==> src/rtl/ram_arbiter_if.sv <==
// ram_arbiter_if: bundles the requester-side and RAM-side signals of the
// shared RAM port arbiter.
//   slave  : view taken by the arbiter (requests and RAM status in,
//            grants, wait strobes and RAM commands out)
//   master : view taken by the requesters / RAM model driving the arbiter
// Signals:
//   req_ren/req_wen/req_burst [NREQ]   per-requester request, burst = 2 words
//   req_addr/req_store [NREQ][32]      base word address, live write data
//   req_wait [NREQ]                    low for the cycle a beat completes
//   req_load [32], req_beat            read data and beat index of owner
//   grant_valid, grant_id              transfer in progress, current owner
//   err                                one-cycle abort pulse
//   ramREN/ramWEN/ramaddr/ramstore     RAM command
//   ramload [32], ramstate [2]         RAM response
interface ram_arbiter_if #(
  parameter int NREQ = 3
);

  logic [NREQ-1:0]                req_ren;
  logic [NREQ-1:0]                req_wen;
  logic [NREQ-1:0]                req_burst;
  logic [NREQ-1:0][31:0]          req_addr;
  logic [NREQ-1:0][31:0]          req_store;
  logic [NREQ-1:0]                req_wait;
  logic [31:0]                    req_load;
  logic                           req_beat;
  logic                           grant_valid;
  logic [$clog2(NREQ)-1:0]        grant_id;
  logic                           err;
  logic                           ramREN;
  logic                           ramWEN;
  logic [31:0]                    ramaddr;
  logic [31:0]                    ramstore;
  logic [31:0]                    ramload;
  logic [1:0]                     ramstate;

  modport slave (
    input  req_ren, req_wen, req_burst, req_addr, req_store,
    input  ramload, ramstate,
    output req_wait, req_load, req_beat, grant_valid, grant_id, err,
    output ramREN, ramWEN, ramaddr, ramstore
  );

  modport master (
    output req_ren, req_wen, req_burst, req_addr, req_store,
    output ramload, ramstate,
    input  req_wait, req_load, req_beat, grant_valid, grant_id, err,
    input  ramREN, ramWEN, ramaddr, ramstore
  );

endinterface

==> src/rtl/ram_arbiter.sv <==
// ram_arbiter: round-robin arbiter and sequencer sharing one RAM port among
// NREQ requesters. Each grant moves one or two words; the second-beat address
// is generated here. A per-beat stall timeout and RAM ERROR both abort the
// transfer with a one-cycle err pulse.
// Ports:
//   CLK   clock
//   RST   synchronous active-high reset
//   bus   ram_arbiter_if.slave (requester and RAM signals, see interface)
//
// state | meaning
// ------+--------------------------------------------------------------
// IDLE  | no owner; pick next pending requester round-robin from rr_ptr
// XFER  | owner latched; drive RAM for current beat until ACCESS/abort
module ram_arbiter #(
  parameter int NREQ    = 3,
  parameter int TIMEOUT = 64
) (
  input  logic         CLK,
  input  logic         RST,
  ram_arbiter_if.slave bus
);

  localparam int IDW = $clog2(NREQ);
  localparam int TW  = $clog2(TIMEOUT);

  localparam logic [1:0]    RAM_ACCESS = 2'd2;
  localparam logic [1:0]    RAM_ERROR  = 2'd3;
  localparam logic [TW-1:0] TCNT_LAST  = TW'(TIMEOUT - 1);

  typedef enum logic {
    IDLE = 1'b0,
    XFER = 1'b1
  } state_t;

  state_t          state_q, state_d;
  logic [IDW-1:0]  rr_ptr_q, rr_ptr_d;
  logic [IDW-1:0]  owner_q, owner_d;
  logic            op_q, op_d;        // 1 = write
  logic            burst_q, burst_d;
  logic            beat_q, beat_d;
  logic [31:0]     base_q, base_d;
  logic [TW-1:0]   tcnt_q, tcnt_d;

  logic [NREQ-1:0] pending;
  logic            pick_valid;
  logic [IDW-1:0]  pick_id;
  logic [IDW-1:0]  cand;
  logic [IDW-1:0]  next_ptr;
  logic            owner_active;
  logic            done_c;
  logic            err_c;

  assign pending      = bus.req_ren | bus.req_wen;
  assign owner_active = bus.req_ren[owner_q] | bus.req_wen[owner_q];
  assign next_ptr     = (owner_q == IDW'(NREQ - 1)) ? '0 : owner_q + IDW'(1);

  // First pending index at or after rr_ptr, wrapping.
  always_comb begin
    pick_valid = 1'b0;
    pick_id    = '0;
    cand       = '0;
    for (int i = 0; i < NREQ; i++) begin
      cand = IDW'((int'(rr_ptr_q) + i) % NREQ);
      if (!pick_valid && pending[cand]) begin
        pick_valid = 1'b1;
        pick_id    = cand;
      end
    end
  end

  always_comb begin
    state_d  = state_q;
    rr_ptr_d = rr_ptr_q;
    owner_d  = owner_q;
    op_d     = op_q;
    burst_d  = burst_q;
    beat_d   = beat_q;
    base_d   = base_q;
    tcnt_d   = tcnt_q;

    done_c          = 1'b0;
    err_c           = 1'b0;
    bus.req_load    = '0;
    bus.req_beat    = 1'b0;
    bus.grant_valid = 1'b0;
    bus.grant_id    = '0;
    bus.ramREN      = 1'b0;
    bus.ramWEN      = 1'b0;
    bus.ramaddr     = '0;
    bus.ramstore    = '0;

    case (state_q)
      IDLE: begin
        if (pick_valid) begin
          owner_d = pick_id;
          op_d    = bus.req_wen[pick_id];
          burst_d = bus.req_burst[pick_id];
          base_d  = bus.req_addr[pick_id] & 32'hFFFF_FFFC;
          beat_d  = 1'b0;
          tcnt_d  = '0;
          state_d = XFER;
        end
      end

      XFER: begin
        bus.grant_valid = 1'b1;
        bus.grant_id    = owner_q;
        bus.req_beat    = beat_q;
        bus.req_load    = bus.ramload;
        bus.ramaddr     = base_q + {29'd0, beat_q, 2'b00};
        bus.ramstore    = bus.req_store[owner_q];

        if (!owner_active) begin
          // Owner withdrew: silent abort, RAM command suppressed this cycle.
          state_d  = IDLE;
          rr_ptr_d = next_ptr;
        end else begin
          bus.ramREN = !op_q;
          bus.ramWEN = op_q;
          if (bus.ramstate == RAM_ACCESS) begin
            done_c = 1'b1;
            if (beat_q == burst_q) begin
              state_d  = IDLE;
              rr_ptr_d = next_ptr;
            end else begin
              beat_d = 1'b1;
              tcnt_d = '0;
            end
          end else if (bus.ramstate == RAM_ERROR) begin
            done_c   = 1'b1;
            err_c    = 1'b1;
            state_d  = IDLE;
            rr_ptr_d = next_ptr;
          end else if (tcnt_q == TCNT_LAST) begin
            done_c   = 1'b1;
            err_c    = 1'b1;
            state_d  = IDLE;
            rr_ptr_d = next_ptr;
          end else begin
            tcnt_d = tcnt_q + TW'(1);
          end
        end
      end

      default: state_d = IDLE;
    endcase
  end

  // A beat cannot complete in a reset cycle, so the strobes are masked.
  assign bus.req_wait = (done_c && !RST) ? ~(NREQ'(1) << owner_q) : '1;
  assign bus.err      = err_c && !RST;

  always_ff @(posedge CLK) begin
    if (RST) begin
      state_q  <= IDLE;
      rr_ptr_q <= '0;
      owner_q  <= '0;
      op_q     <= 1'b0;
      burst_q  <= 1'b0;
      beat_q   <= 1'b0;
      base_q   <= '0;
      tcnt_q   <= '0;
    end else begin
      state_q  <= state_d;
      rr_ptr_q <= rr_ptr_d;
      owner_q  <= owner_d;
      op_q     <= op_d;
      burst_q  <= burst_d;
      beat_q   <= beat_d;
      base_q   <= base_d;
      tcnt_q   <= tcnt_d;
    end
  end

endmodule

==> src/flat_wrapper.sv <==
// flat-port wrapper written by rule: the top's interface ports become plain ports
module ram_arbiter_flat 
#(
  parameter int NREQ    = 3,
  parameter int TIMEOUT = 64
)
  (CLK, RST, bus_req_ren, bus_req_wen, bus_req_burst, bus_req_addr, bus_req_store, bus_ramload, bus_ramstate, bus_req_wait, bus_req_load, bus_req_beat, bus_grant_valid, bus_grant_id, bus_err, bus_ramREN, bus_ramWEN, bus_ramaddr, bus_ramstore);
  ram_arbiter_if #(.NREQ(NREQ)) bus_i ();
  input  logic CLK;
  input  logic RST;
  input wire logic [$bits(bus_i.req_ren)-1:0] bus_req_ren;
  input wire logic [$bits(bus_i.req_wen)-1:0] bus_req_wen;
  input wire logic [$bits(bus_i.req_burst)-1:0] bus_req_burst;
  input wire logic [$bits(bus_i.req_addr)-1:0] bus_req_addr;
  input wire logic [$bits(bus_i.req_store)-1:0] bus_req_store;
  input wire logic [$bits(bus_i.ramload)-1:0] bus_ramload;
  input wire logic [$bits(bus_i.ramstate)-1:0] bus_ramstate;
  output wire logic [$bits(bus_i.req_wait)-1:0] bus_req_wait;
  output wire logic [$bits(bus_i.req_load)-1:0] bus_req_load;
  output wire logic [$bits(bus_i.req_beat)-1:0] bus_req_beat;
  output wire logic [$bits(bus_i.grant_valid)-1:0] bus_grant_valid;
  output wire logic [$bits(bus_i.grant_id)-1:0] bus_grant_id;
  output wire logic [$bits(bus_i.err)-1:0] bus_err;
  output wire logic [$bits(bus_i.ramREN)-1:0] bus_ramREN;
  output wire logic [$bits(bus_i.ramWEN)-1:0] bus_ramWEN;
  output wire logic [$bits(bus_i.ramaddr)-1:0] bus_ramaddr;
  output wire logic [$bits(bus_i.ramstore)-1:0] bus_ramstore;
  assign bus_i.req_ren = bus_req_ren;
  assign bus_i.req_wen = bus_req_wen;
  assign bus_i.req_burst = bus_req_burst;
  assign bus_i.req_addr = bus_req_addr;
  assign bus_i.req_store = bus_req_store;
  assign bus_i.ramload = bus_ramload;
  assign bus_i.ramstate = bus_ramstate;
  assign bus_req_wait = bus_i.req_wait;
  assign bus_req_load = bus_i.req_load;
  assign bus_req_beat = bus_i.req_beat;
  assign bus_grant_valid = bus_i.grant_valid;
  assign bus_grant_id = bus_i.grant_id;
  assign bus_err = bus_i.err;
  assign bus_ramREN = bus_i.ramREN;
  assign bus_ramWEN = bus_i.ramWEN;
  assign bus_ramaddr = bus_i.ramaddr;
  assign bus_ramstore = bus_i.ramstore;
  ram_arbiter #(.NREQ(NREQ), .TIMEOUT(TIMEOUT)) u_core (.CLK(CLK), .RST(RST), .bus(bus_i));
endmodule
==> config.mk <==
export PLATFORM = sky130hd
export DESIGN_NAME = ram_arbiter_flat
export DESIGN_NICKNAME = d
export VERILOG_FILES = /design/src/rtl/ram_arbiter_if.sv /design/src/rtl/ram_arbiter.sv /design/src/flat_wrapper.sv
export SDC_FILE = /design/constraint.sdc
export NUM_CORES = 1
export LEC_CHECK = 0
export BUFFER_PORTS_ARGS = -buffer_cell sky130_fd_sc_hd__buf_4
export CORE_AREA = 3 3 133 135
export DETAILED_ROUTE_END_ITERATION = 8
export DIE_AREA = 0 0 136 138
export SLEW_MARGIN = 20
export SYNTH_ARGS = -nofsm -noshare
export SYNTH_HDL_FRONTEND = slang
export SYNTH_SLANG_ARGS = --single-unit
==> constraint.sdc <==
create_clock -name CLK -period 2.2 [get_ports CLK]
set_input_delay 0 -clock CLK [delete_from_list [all_inputs] [get_ports CLK]]
set_output_delay 0 -clock CLK [all_outputs]
set_load 0.05 [all_outputs]
* Yosys cells after proc, flatten, opt, wreduce, memory -nomap -nowiden *
Cells that the tools add are included.

storage, ports and cells
  bits of input ports = 237
  output and inout bits = 106
  bits in registers = 44

operators by class
  add/subtract/negate cells = 5
  reduce and logical (&&, ||, !) cells = 12
  equal/unequal tests = 14
  shift operators = 1
  mux-type cells = 68
  order comparisons = 5
  divide/modulo/power cells = 3
  bitwise logic cells = 4

operators with widths
  kind                                                    number
  two-way mux 32 bit                                      5
  binary-select mux 32 bit (select 2 bit)                 2
  remainder unit 32 x 3 -> 32 bit, second input constant  2
  two-way mux 6 bit                                       6
  two-way mux 1 bit                                       34
  adder 32 x 3 -> 32 bit                                  1
  remainder unit 3 x 3 -> 32 bit, second input constant   1
  two-way mux 2 bit                                       10
  < comparator 2 x 3 -> 1 bit, second input constant      5
  binary-select mux 1 bit (select 2 bit)                  7
  != test 3 bit, second input constant                    4
  one-hot mux 6 bit (2 select lines)                      1
  adder 6 x 1 -> 6 bit, second input constant             1
  equality test 2 bit, second input constant              3
  equality test 6 bit, second input constant              1
  != test 2 bit, second input constant                    3
  AND reduction 5 bit                                     1
  logical AND 1 bit                                       4
  zero test 1 bit                                         4
  != test 4 bit, second input constant                    1
  one-hot mux 1 bit (2 select lines)                      2
  AND reduction 4 bit                                     1
  adder 2 x 1 -> 3 bit, second input constant             1
  adder 2 x 2 -> 3 bit, second input constant             1
  other kinds (11)                                        11

* Longest topological paths before layout *
Gate-level depths: netlist (run 1).

  depth after elaboration = 12
  mapped depth = 10

* Worst setup path after synthesis (run 1) *
Ideal clock, no wire load.

  path type = reg2out
  start = register u_core.beat_q
  end = output port bus_ramaddr[30]
  buffers on the path = 0
  data required time = 2,200 ps
  arrival time = 2,487 ps
  path slack = -287 ps
  cell stages (with the launch flop) = 8
  path through = dfxtp_1 > ha_1 > ha_1 > nand2_1 > or4_4 > nor4_1 > xnor2_1 > nor2_1

between the ends
  word-level cells in the longest chain between the ends = 2

ends and longest elaborated chain
  what                    RTL line            source
  from (decl)             ram_arbiter.sv:40   logic beat_q, beat_d;
  from (signal assigned)  ram_arbiter.sv:169  beat_q <= beat_d;
  adder 32 x 3 -> 32 bit  ram_arbiter.sv:110  bus.ramaddr = base_q + {29'd0, beat_q, 2'b00};
  two-way mux 32 bit      ram_arbiter.sv:92   case (state_q)
  to (decl)               flat_wrapper.sv:26  output wire logic [$bits(bus_i.ramaddr)-1:0] bus_ramaddr;

No other way between the ends.

* Worst setup path in the final report (run 1) *
  start = register u_core.beat_q
  end = output port bus_ramaddr[28]

Same word-level chain as after synthesis.

==> results of run 1 <==
## layout by cell type (no fill, tap or decap), types with 5 or more instances in the layout
master	instances
xor2_1	9
clkbuf_16	7
dfxtp_1	37
nand4_1	9
mux2i_1	35
buf_6	6
nand2_1	16
nor2_1	94
nand3_1	44
nor3_2	5
a21oi_1	40
buf_12	5
inv_1	8
buf_4	376
o21ai_0	40
nor3_1	70
o41ai_1	31
dfxtp_2	7
and2_1	40
xnor2_1	17
## per-layer routing
layer,part of all wire,routed length [microns]
met5,0,0
met4,0.011,244
met2,0.52,11200
met1,0.36,7750
met3,0.10,2190
## worst max-delay path by stage
stage	slack, ns	start	cells past startpoint	end
after floorplan	-0.08	u_core.beat_q$_SDFFE_PP0P_	7	bus_ramaddr[30]
after global placement	0.05	u_core.base_q[2]$_SDFFE_PP0P_	8	bus_ramaddr[28]
after detailed placement	0.02	u_core.rr_ptr_q[0]$_SDFFE_PP0P_	8	u_core.base_q[15]$_SDFFE_PP0P_
after CTS	-0.09	u_core.beat_q$_SDFFE_PP0P_	8	bus_ramaddr[28]
after global routing	-0.12	u_core.beat_q$_SDFFE_PP0P_	8	bus_ramaddr[28]
final	-0.03	u_core.beat_q$_SDFFE_PP0P_	8	bus_ramaddr[28]
## registers in the layout, summed over array words and instances, names as in the netlist
name             count
u_core.owner_q       2
u_core.beat_q        1
u_core.base_q       30
u_core.state_q       1
u_core.burst_q       1
u_core.tcnt_q        6
u_core.op_q          1
u_core.rr_ptr_q      2
## cell usage after synthesis, types with 15 or more instances
cell	instances
a21oi_1	42
and2_1	40
buf_2	15
clkbuf_1	37
dfxtp_1	44
mux2i_1	35
nand2_1	17
nand3_1	45
nor2_1	99
nor3_1	75
o21ai_0	40
o41ai_1	32
xnor2_1	18
## what timing repair did
item,CTS,global route
hold buffers,0,0
pin swaps,8,9
setup endpoints to repair,15,54
setup buffers,2,6
gates resized for setup,22,27
cloned,0,3
## through the flow
step,TNS [ns],area (sq um),hold WS (ns)
after global routing,-0.578,7820,0.0661
after floorplan,-0.0770,4340,0.219
after CTS,-0.238,7580,0.0583
after global placement,0,7300,0.367
after detailed placement,0,7300,0.366
final,-0.0273,7820,0.0599
## critical path: cells and delay by family (launching register included)
kind	cells	cell delay, ns
simple gates	4	0.97
flops	1	0.35
buf+inv	1	0.17
fa+ha+maj	2	0.28
xor+xnor	1	0.17
## power by group through the flow
| stage | Combinational [mW] | Sequential, mW | Clock, mW |
|---|---|---|---|
| 6_report | 2.32 | 1.02 | 0.769 |
| 5_1_grt | 2.48 | 1.04 | 0.824 |
| 4_1_cts | 2.25 | 1.01 | 0.794 |
| 3_5_place_dp | 2.23 | 1.02 | 0 |
| 3_3_place_gp | 2.22 | 1.02 | 0 |
| 2_1_floorplan | 1.31 | 1.02 | 0 |
## logic make-up after synthesis
logic type	after synthesis	synth area share
AND/OR/NAND/NOR	316	0.369
other	1	0.000868
AO/OA/AOI/OAI	137	0.203
flip-flops	44	0.204
XOR/XNOR	27	0.0548
adder cells (fa/ha/maj)	7	0.0191
buffers and inverters	70	0.0678
multiplexers	35	0.0811
## layout make-up
| class | count | area, sq um |
|---|---|---|
| fillers | 1709 | 8770 |
| multi-input cells | 525 | 3420 |
| repair buffers | 390 | 3060 |
| flip-flops and latches | 44 | 890 |
| well taps | 220 | 275 |
| clock buffers | 8 | 146 |
| inverters | 9 | 33.8 |
==> impl_metrics.tcl, run 1 <==
set metrics [dict create \
    status "complete, but fails checks" \
    violations "negative setup slack" \
    grt_max_degree 63 \
    tightest_slew_ns 0.713 \
    clock_path_buffers 2 \
    max_stage_delay_ns 0.55 \
    p_int_mw 2.32 \
    fmax_ghz 0.449 \
    worstSetupPathType "reg -> out" \
    die_height_microns 138 \
    max-cap-violations 0 \
    grt-ovfl-total 0 \
    switchingPower_mw 1.79 \
    syn_area_per_cell_sq_um 6.78 \
    track_usage 0.204 \
    power_frac_clock 0.187 \
    async_reset_ff_frac 0 \
    grt_pass1_vias 5857 \
    cpMaxStageDelayCell "or4_4" \
    die-area_sq_um 18800 \
    clock_skew_ns 0.00438 \
    arrival_ns 2.23 \
    rows 47 \
    cts_buffers 5 \
    clkLatencyLatePin_ns 0.29 \
    core_sq_um 16600 \
    required_ns 2.20 \
    met1_usage 0.224 \
    finalPower_mw 4.11 \
    setup_slack_ns -0.0268 \
    busiest_layer "met2" \
    initial_core_util 0.260 \
    instances_no_fill 1196 \
    cts.sinks 44 \
    io_pins 343 \
    place_ws_ns 0.0162 \
    ff2ff_path_depth 8 \
    postRouteAntennaNets 0 \
    crit_chain "ha_4 -> ha_4 -> nand2_2 -> or4_4 -> nor4_4 -> xnor2_2 -> nor2_4 -> buf_8" \
    whs_path_depth 3 \
    clk_pin_slew_worst_paths_ns 0.06 \
    cts_tree "built" \
    portBuffers 334 \
    synth_area_leaders "dfxtp_1 20%, nor3_1 8.7%, nor2_1 8.6%, mux2i_1 8.1%, o41ai_1 6.5%" \
    syn2layout_area_growth_pct 81.0 \
    relSlewSlack 0.525 \
    nets 1217 \
    regToRegSetupSlack_ns 0.12 \
    p_leak_nw 3.45 \
    first_pass_iters 4 \
    drc_errors 0 \
    hold_violations 0 \
    final_util 0.471 \
    avgRoutedWirePerCell_microns 17.8 \
    reg2reg_from "u_core.rr_ptr_q[0]$_SDFFE_PP0P_" \
    cts_max_level 2 \
    grt_pass1_wl_microns 31000 \
    layout-drive-gt1-share 0.461 \
    fp.dieW_microns 136 \
    fin_crit_ns 2.23 \
    synth_top_area_frac 0.204 \
    ys_ff_latch 44 \
    power.density_nw_per_um2 525 \
    vias 6046 \
    ys_seq_area_frac 0.204 \
    swShare 0.436 \
    drt-initial-drc-count 254 \
    yosysWarnings 0 \
    root_buffer "clkbuf_16" \
    ys.flop_type "dfxtp_1" \
    grt_util_met2 0.386 \
    combPwrFrac 0.565 \
    min_period_over_period 1.01 \
    rsz0062_at_grt "true" \
    synth_area_sq_um 4320 \
    critPathMaxFanout 4 \
    peakVddDrop_uv 317 \
    synth-edff-count 0 \
    r2r-end "u_core.tcnt_q[4]$_SDFFE_PP0P_" \
    endpoint_kind "output port" \
    ys_types 55 \
    finalMaxSlewViolations 0 \
    place_congestion 0.783 \
    use_met3 0.0625 \
    drt-total-wl_microns 21300 \
    synth_cells 637 \
    hold_path.class "in -> reg" \
    synth_top_area_cell "dfxtp_1" \
    antenna_found_initial 0 \
    min_to "u_core.base_q[14]$_SDFFE_PP0P_" \
    via_per_inst 5.06 \
    placed_cells 1177 \
    post-dp-hpwl_microns 16400 \
    diodes 0 \
    seqPwrFrac 0.247 \
    critPathLaunchType "flop" \
    hold_start "bus_req_addr[78]" \
    finalSetupViolations 2 \
    cp_common_cell "ha_4" \
]
Power figures use the tool's default switching activity.
==> inputs of run 2 (changes only) <==
Settings changed: ABC_AREA set to 1, CORE_AREA 3 3 133 135 to 3 3 132 134, DIE_AREA 0 0 136 138 to 0 0 135 137.
==> impl_metrics.tcl, run 2 <==
set metrics [dict create \
    final_area_sq_um 8100 \
    finalSetupViolations 0 \
    critPathMaxFanout 3 \
    required_ns 2.20 \
    cts_tree "built" \
    avgRoutedWirePerCell_microns 15.8 \
    first_pass_iters 5 \
    clock_path_buffers 2 \
    cpMaxStageDelayCell "dfxtp_2" \
    nets 1457 \
    die_height_microns 137 \
    drt-total-wl_microns 22700 \
    ys_ff_latch 44 \
    dpl_cell_area_sq_um 7670 \
    io_pins 343 \
    crit_chain "ha_4 -> ha_4 -> nand3_4 -> nor3_4 -> nand3_2 -> buf_6 -> nand3b_1 -> xor2_1 -> nor2_1 -> buf_6" \
    finalMaxSlewViolations 0 \
    largest_reg_flops 30 \
    cts_buffers 5 \
    status "finished, final reports clean" \
    grt_pass1_wl_microns 33400 \
    synth_top_area_cell "nand2_1" \
    arrival_ns 2.15 \
    rows 47 \
    cts_max_level 2 \
    yosysWarnings 0 \
    initial_core_util 0.295 \
    grt_pass1_vias 6387 \
    via_per_inst 4.70 \
    critPathLaunchType "flop" \
    power.density_nw_per_um2 711 \
    synth_common_cells "271 x nand2_1, 135 x inv_1, 69 x nand3_1, 68 x a21oi_1, 49 x nor2_1" \
    clkLatencyLatePin_ns 0.28 \
    peakVddDrop_uv 388 \
    die-area_sq_um 18500 \
    syn_area_per_cell_sq_um 5.50 \
    clock_skew_ns 0.00512 \
    antenna_found_initial 0 \
    root_buffer "clkbuf_16" \
    rsz0062_at_grt "true" \
    place_congestion 0.885 \
    path_buf_inv 2 \
    top_regs "u_core.base_q (30), u_core.tcnt_q (6)" \
    synth-edff-count 0 \
    place_ws_ns 0.0480 \
    synth_cells 880 \
    synth_area_leaders "nand2_1 21%, dfxtp_1 18%, inv_1 10%, nand3_1 7.1%, a21oi_1 7.0%" \
    post-dp-hpwl_microns 18200 \
    cts.sinks 44 \
    fp.dieW_microns 135 \
    p_leak_nw 4.44 \
    drc_errors 0 \
    track_usage 0.227 \
    max_stage_delay_ns 0.36 \
    ys.flop_type "dfxtp_1" \
    clk_pin_slew_worst_paths_ns 0.06 \
    grt-ovfl-total 0 \
    fmax_ghz 0.466 \
    async_reset_ff_frac 0 \
    syn2layout_area_growth_pct 67.3 \
    hold_violations 0 \
    fillers 1748 \
    grt_max_degree 35 \
    hold_path.class "in -> reg" \
    setup_slack_ns 0.0544 \
    largest_register "u_core.base_q" \
    drt-initial-drc-count 436 \
    mostFrequentLayoutCells "362 x buf_4, 268 x nand2_1, 135 x inv_1" \
    setup_tns_ns 0 \
    synth_top_area_frac 0.210 \
    ys_seq_area_frac 0.182 \
    core_sq_um 16400 \
    worstSetupPathType "reg -> out" \
    postRouteAntennaNets 0 \
    endpoint_kind "output port" \
    layout-drive-gt1-share 0.364 \
    finalPower_mw 5.76 \
    diodes 0 \
    cp_top_family "simple AND/OR/NAND/NOR gates" \
    synth_most_common_cell "nand2_1" \
    synth_area_sq_um 4840 \
    min_period_over_period 0.975 \
    ys_types 37 \
    fin_crit_ns 2.15 \
    mostFrequentLayoutCell "buf_4" \
    max-cap-violations 0 \
    vias 6745 \
    portBuffers 334 \
]
==> run 2: cell count changes after synthesis, moves of 35 or more <==
cell     delta
nor3_1     -53
nand2_1   +254
inv_1     +127
mux2i_1    -35
and2_1     -40
nor2_1     -50
==> run 2: cell type report <==
| class | instances | area, sq um | share of cell area |
|---|---|---|---|
| Multi-Input combinational cell | 640 | 3310 | 0.409 |
| Clock inverter | 1 | 30.0 | 0.00371 |
| Inverter | 151 | 572 | 0.0706 |
| Tap cell | 220 | 275 | 0.0340 |
| Sequential cell | 44 | 887 | 0.110 |
| Timing Repair Buffer | 373 | 2870 | 0.354 |
| Clock buffer | 7 | 153 | 0.0188 |
==> run 2: cell families after synthesis <==
logic type / count (synthesis) / share of synthesized area
AND/OR/NAND/NOR: 483 / 0.455
buffers and inverters: 197 / 0.163
AO/OA/AOI/OAI: 133 / 0.155
flip-flops: 44 / 0.182
XOR/XNOR: 17 / 0.0307
adder cells (fa/ha/maj): 5 / 0.0129
other: 1 / 0.000774
==> run 2: path summary, 6_finish.rpt <==
path / start / endpoint / slack (ns) / cells after the start
setup reg to reg: u_core.rr_ptr_q[1]$_SDFFE_PP0P_ / u_core.base_q[4]$_SDFFE_PP0P_ / 0.21 / 14
hold reg to reg: u_core.tcnt_q[5]$_SDFFE_PP0P_ / u_core.tcnt_q[5]$_SDFFE_PP0P_ / 0.49 / 2
setup / recovery: u_core.beat_q$_SDFFE_PP0P_ / bus_ramaddr[28] / 0.05 / 10
hold / removal: bus_req_addr[90] / u_core.base_q[26]$_SDFFE_PP0P_ / 0.01 / 3
==> run 2: routing by layer <==
metal,wire (microns),track usage,vias to the layer above
met5,0,0,-
met4,285,0.0414,0
met3,2070,0.0618,18
met2,11500,0.414,269
met1,8860,0.270,3005
li1,-,-,3453
==> run 2: repair_timing <==
action                     4_1_cts  5_1_grt
pin swaps                        3       10
resized for setup               10       27
hold buffers                     1        0
cloned                           0        1
setup endpoints to repair        4       39
setup buffers                    3        5
hold endpoints to repair         1        0
==> run 2: worst reg2reg max path, stage by stage, from the launching register on <==
cell     delay [ns]
dfxtp_1        0.38
inv_1          0.08
ha_2           0.22
inv_2          0.09
nand2_1        0.07
nand2_1        0.07
nand2_1        0.06
nand2_2        0.13
nand4_1        0.16
nand2_4        0.17
buf_6          0.19
nand3_1        0.10
nand2_1        0.08
inv_2          0.03
a21oi_1        0.10
==> run 2: metrics by stage <==
| stage | hold slack [ns] | instances | utilization |
|---|---|---|---|
| after floorplan | 0.198 | 881 | - |
| after global placement | 0.292 | 1418 | 0.467 |
| after detailed placement | 0.297 | 1418 | 0.467 |
| after CTS | 0.00516 | 1430 | 0.483 |
| after global routing | 0.0180 | 1436 | 0.494 |
| final | 0.00963 | 1436 | 0.494 |
==> run 2: where the power goes <==
part	leakage [nW]	internal [mW]	switching, mW
clock	0.0901	0.598	0.312
combinational	3.98	1.30	2.35
sequential	0.365	0.964	0.228
total	4.44	2.87	2.89
==> inputs of run 3 (changes only) <==
==> constraint.sdc (replaced) <==
create_clock -name CLK -period 2.2 [get_ports CLK]
set_input_delay 0 -clock CLK [delete_from_list [all_inputs] [get_ports CLK]]
set_output_delay 0 -clock CLK [all_outputs]
set_load 0.01 [all_outputs]
==> impl_metrics.tcl, run 3 (synthesized netlist as in run 2, its figures left out) <==
set metrics [dict create \
    largest_register "u_core.base_q" \
    nets 1453 \
    fillers 1755 \
    drt-total-wl_microns 22700 \
    largest_reg_flops 30 \
    finalPower_mw 4.80 \
    die-area_sq_um 18500 \
    worstSetupPathType "reg -> out" \
    busiest_layer "met2" \
    portBuffers 334 \
    cts_max_level 2 \
    dpl_cell_area_sq_um 7590 \
    endpoint_kind "output port" \
    tightest_slew_ns 0.590 \
    top_regs "u_core.base_q (30), u_core.tcnt_q (6)" \
    postRouteAntennaNets 0 \
    avgRoutedWirePerCell_microns 15.8 \
    use_met3 0.0901 \
    regToRegSetupSlack_ns 0.18 \
    finalMaxSlewViolations 0 \
    layout-drive-gt1-share 0.351 \
    rows 47 \
    clock_path_buffers 2 \
    arrival_ns 2.14 \
    post-dp-hpwl_microns 18300 \
    track_usage 0.229 \
    met1_usage 0.261 \
    fp.dieW_microns 135 \
    io_pins 343 \
    cts_buffers 5 \
    mostFrequentLayoutCells "363 x buf_4, 271 x nand2_1, 135 x inv_1" \
    diodes 0 \
    setup_tns_ns 0 \
    fin_crit_ns 2.14 \
    die_height_microns 137 \
    place_congestion 0.898 \
    max-cap-violations 0 \
    hold_path.class "in -> reg" \
    power.density_nw_per_um2 606 \
    grt_pass1_vias 6169 \
    mostFrequentLayoutCell "buf_4" \
    antenna_found_initial 2 \
    cts.sinks 44 \
    drt-initial-drc-count 372 \
    required_ns 2.20 \
    cts_tree "built" \
    grt-ovfl-total 0 \
    finalSetupViolations 0 \
    final_area_sq_um 7930 \
    grt_max_degree 58 \
    syn2layout_area_growth_pct 63.7 \
    critPathLaunchType "flop" \
    core_sq_um 16400 \
    clock_skew_ns 0.00315 \
    grt_pass1_wl_microns 33200 \
    via_per_inst 4.73 \
    initial_core_util 0.295 \
    clkLatencyLatePin_ns 0.29 \
    status "finished, final reports clean" \
    root_buffer "clkbuf_16" \
    grt_util_met2 0.395 \
    min_period_over_period 0.974 \
    drc_errors 0 \
    hold_violations 0 \
    relSlewSlack 0.607 \
    first_pass_iters 9 \
    rsz0062_at_grt "true" \
    critPathMaxFanout 4 \
    fmax_ghz 0.467 \
    vias 6773 \
    p_leak_nw 4.38 \
    clk_pin_slew_worst_paths_ns 0.06 \
    peakVddDrop_uv 335 \
]
-- run 3: cell types whose count changed in the layout (fill, tap and decap cells not counted), sizes merged --
cell	previous run	this run
dlygate4sd3	1	3
clkbuf	8	6
clkinv	0	2
buf	371	366
bufinv	1	0
-- run 3: final cells by class --
class,count,area (sq um),share of cell area
clock buffer,6,139,0.0175
clock inverter,2,10.0,0.00126
inverter,151,574,0.0725
multi-input combinational,640,3240,0.409
sequential,44,887,0.112
tap,220,275,0.0347
timing repair buffer,369,2800,0.353
-- run 3: repair_timing --
action	in CTS	in global routing
hold endpoints to repair	3	0
hold buffers	3	0
endpoints found under the setup margin	8	39
pin swaps	0	8
setup buffers	0	7
gates resized for setup	6	16
-- run 3: path summary, 6_finish.rpt --
check,from,end,cells after the start
worst max-delay path,u_core.beat_q$_SDFFE_PP0P_,bus_ramaddr[20],12
worst min register to register,u_core.rr_ptr_q[1]$_SDFFE_PP0P_,u_core.rr_ptr_q[1]$_SDFFE_PP0P_,2
worst min-delay path,bus_req_addr[73],u_core.base_q[9]$_SDFFE_PP0P_,3
worst max register to register,u_core.rr_ptr_q[0]$_SDFFE_PP0P_,u_core.owner_q[0]$_SDFFE_PP0P_,12
-- run 3: metal layers --
layer | wire, microns | part of all wire | vias to the layer above
li1 | - | - | 3447
met1 | 8620 | 0.38 | 2984
met2 | 10800 | 0.48 | 300
met3 | 2570 | 0.11 | 38
met4 | 617 | 0.027 | 4
met5 | 21 | 0.00093 | -
-- run 3: through the flow --
| stage | instances | setup slack (ns) | hold WS [ns] | utilization |
|---|---|---|---|---|
| finish | 1432 | 0.0580 | 0.000813 | 0.483 |
| global route | 1432 | -0.0846 | 0.0187 | 0.483 |
| CTS | 1425 | 0.0129 | 0.00292 | 0.475 |
| detailed placement | 1414 | 0.0359 | 0.262 | 0.463 |
| global placement | 1414 | 0.0819 | 0.259 | 0.463 |
| floorplan | 881 | 0.358 | 0.0980 | - |
-- run 3: worst max-delay path: stages, from the launching register on --
cell and delay (ns):
dfxtp_4 0.36, ha_4 0.17, ha_4 0.15, nand3_4 0.08, nor3_4 0.20, nand3_2 0.16, nor2_2 0.15, nand2_1 0.07
nor2_2 0.13, nand2_1 0.07, o21ai_1 0.11, a21oi_1 0.05, buf_4 0.14
-- run 3: power by group --
part           leakage (nW)  internal (mW)  switching (mW)
clock network        0.0766          0.448           0.325
registers             0.365          0.960           0.225
logic                  3.93           1.23            1.61
total                  4.38           2.64            2.16
